===== config.mk =====
export PLATFORM = sky130hd
export DESIGN_NAME = alu_arbiter
export DESIGN_NICKNAME = d
export VERILOG_FILES = /design/src/rtl/alu_arbiter.sv
export SDC_FILE = /design/constraint.sdc
export NUM_CORES = 1
export LEC_CHECK = 0
export ABC_CLOCK_PERIOD_IN_PS = 4000
export BUFFER_PORTS_ARGS = -buffer_cell sky130_fd_sc_hd__buf_2
export CAP_MARGIN = 20
export CORE_AREA = 2 2 108 110
export CTS_CLUSTER_SIZE = 20
export DETAILED_ROUTE_END_ITERATION = 10
export DIE_AREA = 0 0 110 112
export GPL_TIMING_DRIVEN = 0
export PLACE_DENSITY_LB_ADDON = 0.15
export REMOVE_ABC_BUFFERS = 1
export SLEW_MARGIN = 20
export SYNTH_ARGS = -nofsm -noshare
export SYNTH_HDL_FRONTEND = slang
export SYNTH_SLANG_ARGS = --single-unit

===== constraint.sdc =====
create_clock -name clock -period 4 [get_ports clock]
set_input_delay 0.4 -clock clock [delete_from_list [all_inputs] [get_ports clock]]
set_output_delay 0.4 -clock clock [all_outputs]
set_load 0.02 [all_outputs]

===== src/rtl/alu_arbiter.sv =====
// Round-robin arbiter that lets two requesters share one external ALU.
// A grant captures the winner's op and operands, EXEC drives the ALU, and DONE presents the result.
module alu_arbiter #(
  parameter int ALU_LATENCY = 1
) (
  input  logic        clock,
  input  logic        reset,
  input  logic        req0,
  input  logic        req1,
  input  logic [3:0]  op0,
  input  logic [3:0]  op1,
  input  logic [31:0] a0,
  input  logic [31:0] b0,
  input  logic [31:0] a1,
  input  logic [31:0] b1,
  input  logic [31:0] aluResult,
  output logic        gnt0,
  output logic        gnt1,
  output logic        done0,
  output logic        done1,
  output logic [31:0] result,
  output logic        resZero,
  output logic        opErr,
  output logic        busy,
  output logic [3:0]  aluControl,
  output logic [31:0] readData1,
  output logic [31:0] readData2
);

  typedef enum logic [1:0] {IDLE, EXEC, DONE} state_t;

  state_t      state_q, state_d;
  logic [3:0]  cnt_q, cnt_d;
  logic        lastGnt_q, lastGnt_d;
  logic        owner_q, owner_d;
  logic        err_q, err_d;
  logic [3:0]  aluCtl_q, aluCtl_d;
  logic [31:0] rd1_q, rd1_d;
  logic [31:0] rd2_q, rd2_d;
  logic [31:0] result_q, result_d;
  logic        resZero_q, resZero_d;
  logic        opErr_q, opErr_d;

  logic        grant0, grant1;
  logic [3:0]  selOp;
  logic [31:0] selA, selB;
  logic [31:0] capVal;

  function automatic logic opSupported(input logic [3:0] op);
    case (op)
      4'b0000, 4'b0001, 4'b0010, 4'b0110, 4'b1000: return 1'b1;
      default:                                     return 1'b0;
    endcase
  endfunction

  // lastGnt_q == 1 means requester 1 won last, so requester 0 is preferred on a tie.
  always_comb begin
    grant0 = 1'b0;
    grant1 = 1'b0;
    if (state_q == IDLE && reset) begin
      if (req0 && (!req1 || lastGnt_q)) grant0 = 1'b1;
      else if (req1)                    grant1 = 1'b1;
    end
  end

  assign selOp  = grant1 ? op1 : op0;
  assign selA   = grant1 ? a1  : a0;
  assign selB   = grant1 ? b1  : b0;
  assign capVal = err_q ? 32'd0 : aluResult;

  always_comb begin
    state_d   = state_q;
    cnt_d     = cnt_q;
    lastGnt_d = lastGnt_q;
    owner_d   = owner_q;
    err_d     = err_q;
    aluCtl_d  = aluCtl_q;
    rd1_d     = rd1_q;
    rd2_d     = rd2_q;
    result_d  = result_q;
    resZero_d = resZero_q;
    opErr_d   = opErr_q;
    case (state_q)
      IDLE: begin
        if (grant0 || grant1) begin
          state_d   = EXEC;
          cnt_d     = 4'(ALU_LATENCY - 1);
          lastGnt_d = grant1;
          owner_d   = grant1;
          err_d     = !opSupported(selOp);
          // Unsupported ops leave the ALU idle on code 0000 with its operands untouched.
          if (opSupported(selOp)) begin
            aluCtl_d = selOp;
            rd1_d    = selA;
            rd2_d    = selB;
          end else begin
            aluCtl_d = 4'b0000;
          end
        end
      end
      EXEC: begin
        if (cnt_q == 4'd0) begin
          state_d   = DONE;
          result_d  = capVal;
          resZero_d = (capVal == 32'd0);
          opErr_d   = err_q;
        end else begin
          cnt_d = cnt_q - 4'd1;
        end
      end
      DONE:    state_d = IDLE;
      default: state_d = IDLE;
    endcase
  end

  always_ff @(posedge clock or negedge reset) begin
    if (!reset) begin
      state_q   <= IDLE;
      cnt_q     <= 4'd0;
      lastGnt_q <= 1'b1;
      owner_q   <= 1'b0;
      err_q     <= 1'b0;
      aluCtl_q  <= 4'd0;
      rd1_q     <= 32'd0;
      rd2_q     <= 32'd0;
      result_q  <= 32'd0;
      resZero_q <= 1'b0;
      opErr_q   <= 1'b0;
    end else begin
      state_q   <= state_d;
      cnt_q     <= cnt_d;
      lastGnt_q <= lastGnt_d;
      owner_q   <= owner_d;
      err_q     <= err_d;
      aluCtl_q  <= aluCtl_d;
      rd1_q     <= rd1_d;
      rd2_q     <= rd2_d;
      result_q  <= result_d;
      resZero_q <= resZero_d;
      opErr_q   <= opErr_d;
    end
  end

  assign gnt0       = grant0;
  assign gnt1       = grant1;
  assign done0      = (state_q == DONE) && !owner_q;
  assign done1      = (state_q == DONE) && owner_q;
  assign busy       = (state_q != IDLE);
  assign result     = result_q;
  assign resZero    = resZero_q;
  assign opErr      = opErr_q;
  assign aluControl = aluCtl_q;
  assign readData1  = rd1_q;
  assign readData2  = rd2_q;

endmodule


==> impl_metrics.json <==
{
  "status": "finished with violations",
  "failed_checks": "hold timing",
  "synth_xor_area_share_pct": 0.3270,
  "nNetsFinal": 885,
  "yosys.area_share.simple_pct": 9.437,
  "syn_to_final_growth_pct": 34.92,
  "synth_top_family_by_area": "multiplexers",
  "p_leak_nw": 3.627,
  "worstSetupPathType": "in -> reg",
  "layout-drive-gt1-share_pct": 54.69,
  "wirelength_um": 13470,
  "setup_viol": 0,
  "hpwl_um": 10380,
  "path_delay_family": "buffers and inverters",
  "drv_cap": 0,
  "nFillCells": 884,
  "pre_cts_ws_ns": -0.1478,
  "holdWs_ns": -0.001797,
  "core_area_mm2": 0.01117,
  "slowest_stage": "a211oi_4",
  "antenna_found_initial": 1,
  "die-width_um": 110,
  "fmax_mhz": 269.6,
  "yosysSeqAreaShare_pct": 51.88,
  "rsz0062_at_grt": "false",
  "async_reset_ff_share_pct": 100.0,
  "post-place-cells": 843,
  "cellPowerDensity_mw_per_mm2": 598.0,
  "overflow": 0,
  "fin_crit_ns": 3.709,
  "cpMostUsedCell": "buf_6",
  "gp_congestion": 0.8177,
  "synth_compound_area_share_pct": 5.256,
  "syn_area_mm2": 0.005356,
  "fin_crit_sh_pct": 92.72,
  "cts_sinks": 111,
  "synth_fa_ha_area_share_pct": 0.4672,
  "skew_ns": 0.007430,
  "slew_headroom_pct": 36.75,
  "worst_slack_ns": 0.2912,
  "cp_slowest_stage_delay_ns": 0.70,
  "worstSkewPairLatency_ns": 0.34,
  "hp-class": "in -> async",
  "postCtsHoldBufs": 0,
  "cts_tree": "done",
  "path_max_fanout": 68,
  "clock_path_buffers": 2,
  "synth_edf_count": 0,
  "grt_max_degree": 69,
  "cts_root_buffer": "clkbuf_16",
  "endpoint_kind": "flop",
  "final_common_cell": "buf_2",
  "syn_avg_cell_area_um2": 12.17,
  "track_usage_pct": 21.88,
  "cp.depth": 11,
  "ant_nets": 0,
  "peakVddDrop_v": 0.0002621,
  "worst-path-buf-inv": 7,
  "start_util_pct": 47.93,
  "grt_pass1_vias": 4309,
  "wl_per_cell_um": 15.68,
  "drtPass1Iterations": 4,
  "route.detailed.drc": 0,
  "post_cts_buffers": 0,
  "syn_inst": 440,
  "design.die.area_mm2": 0.01232,
  "synthMuxAreaShare_pct": 29.32,
  "critPathRequiredTime_ns": 4.22,
  "vias": 4262,
  "drt_iter0_markers": 162,
  "arrival_ns": 3.93,
  "ys_warn_count": 0,
  "htree_levels": 3,
  "io_buffers": 278,
  "worstPathCellList": "buf_6, buf_16, and4bb_1, nand2_4, inv_2, a211oi_4, buf_8, buf_8, buf_6, buf_6, mux2_2",
  "maxSlewViolCount": 0,
  "finish.utilization_pct": 64.67,
  "cts_buffers": 9,
  "post_cts_resized": 0,
  "die_h_um": 112,
  "via_per_inst": 4.962,
  "start_kind": "input pin",
  "yosys_register_bits": 111,
  "fin_cells": 859,
  "io_pins": 279,
  "layout_common_cells": "buf_2, dfrtp_1, nand2_1",
  "ff2ff_path_depth": 9,
  "finalSetupTns_ns": 0,
  "grt_pass1_wl_um": 20840,
  "ys_types": 39,
  "hold_viol_final": 3,
  "synth_ff_type": "dfrtp_1",
  "path_clk_slew_ns": 0.07,
  "row_count": 39,
  "p_total_mw": 4.322,
  "max_slew.worst_pin.slew_ns": 0.9429
}
report_power, final:
group	switching (mW)	total, mW	internal [mW]
combinational	0.984	1.68	0.694
clock	0.386	0.949	0.564
sequential	0.186	1.69	1.51
total	1.56	4.32	2.77
routing by layer:
metal | track usage (%) | wire length, um | vias up
met1 | 25.14 | 5274 | 1979
met3 | 5.972 | 1078 | 23
li1 | - | - | 2087
met4 | 7.257 | 258 | 0
met5 | 0 | 0 | -
met2 | 38.73 | 6854 | 173
registers in the layout, summed over array words and instances, names as in the netlist, 2 cells and up:
signal	flops
result	32
aluControl	4
cnt_q	4
state_q	2
readData1	32
readData2	32
cell type report:
type / count / area (um2) / area share (%)
repair buffers: 285 / 1509 / 20.88
clock inverters: 3 / 67.56 / 0.9349
clock buffers: 12 / 246.5 / 3.411
multi-input cells: 297 / 2417 / 33.45
flip-flops and latches: 111 / 2779 / 38.45
well taps: 143 / 178.9 / 2.476
diodes: 1 / 2.502 / 0.03463
inverters: 7 / 26.28 / 0.3636
kinds of logic after synthesis:
group / Yosys count
fa+ha+maj: 2
mux: 133
compound gates: 51
simple gates: 109
flops: 111
buf+inv: 32
xor+xnor: 2
cell usage after synthesis, types with 5 or more instances:
| cell type | count | area share, % |
|---|---|---|
| o21ai_0 | 38 | 3.6 |
| buf_6 | 7 | 1.5 |
| mux2_4 | 20 | 5.6 |
| a21oi_1 | 5 | 0.47 |
| mux2_1 | 45 | 9.5 |
| dfrtp_1 | 110 | 51 |
| nor4_1 | 8 | 0.93 |
| mux2_2 | 66 | 14 |
| inv_1 | 5 | 0.35 |
| nand2_1 | 74 | 5.2 |
| clkbuf_1 | 14 | 0.98 |
final timing paths:
kind	endpoint	slack [ns]	from
setup / recovery	readData2[28]$_DFFE_PN0P_	0.29	reset
hold / removal	result[26]$_DFFE_PN0P_	-0.002	reset
setup reg to reg	readData2[28]$_DFFE_PN0P_	0.44	state_q[1]$_DFFE_PN0P_
hold reg to reg	result[4]$_DFFE_PN0P_	0.48	result[4]$_DFFE_PN0P_
max in group asynchronous	lastGnt_q$_DFFE_PN1P_	3.33	reset
min in group clock	result[2]$_DFFE_PN0P_	0.32	aluResult[2]
stage by stage:
| stage | cell area, um2 | hold WS (ns) |
|---|---|---|
| 2_1_floorplan | 5205 | 0.1044 |
| 3_3_place_gp | 6775 | 0.4575 |
| 3_5_place_dp | 6910 | 0.3843 |
| 4_1_cts | 7224 | 0.01560 |
| 5_1_grt | 7227 | 0.03608 |
| 6_report | 7227 | -0.001797 |
worst reg2reg max path: cells and delay by family, from the launching register on:
kind | cells | cell delay, ns
buffers and inverters | 5 | 1.02
AND/OR/NAND/NOR | 2 | 0.92
AO/OA/AOI/OAI | 1 | 0.70
flip-flops | 1 | 0.44
multiplexers | 1 | 0.36
Note: power is estimated with default switching activity, not from simulation.
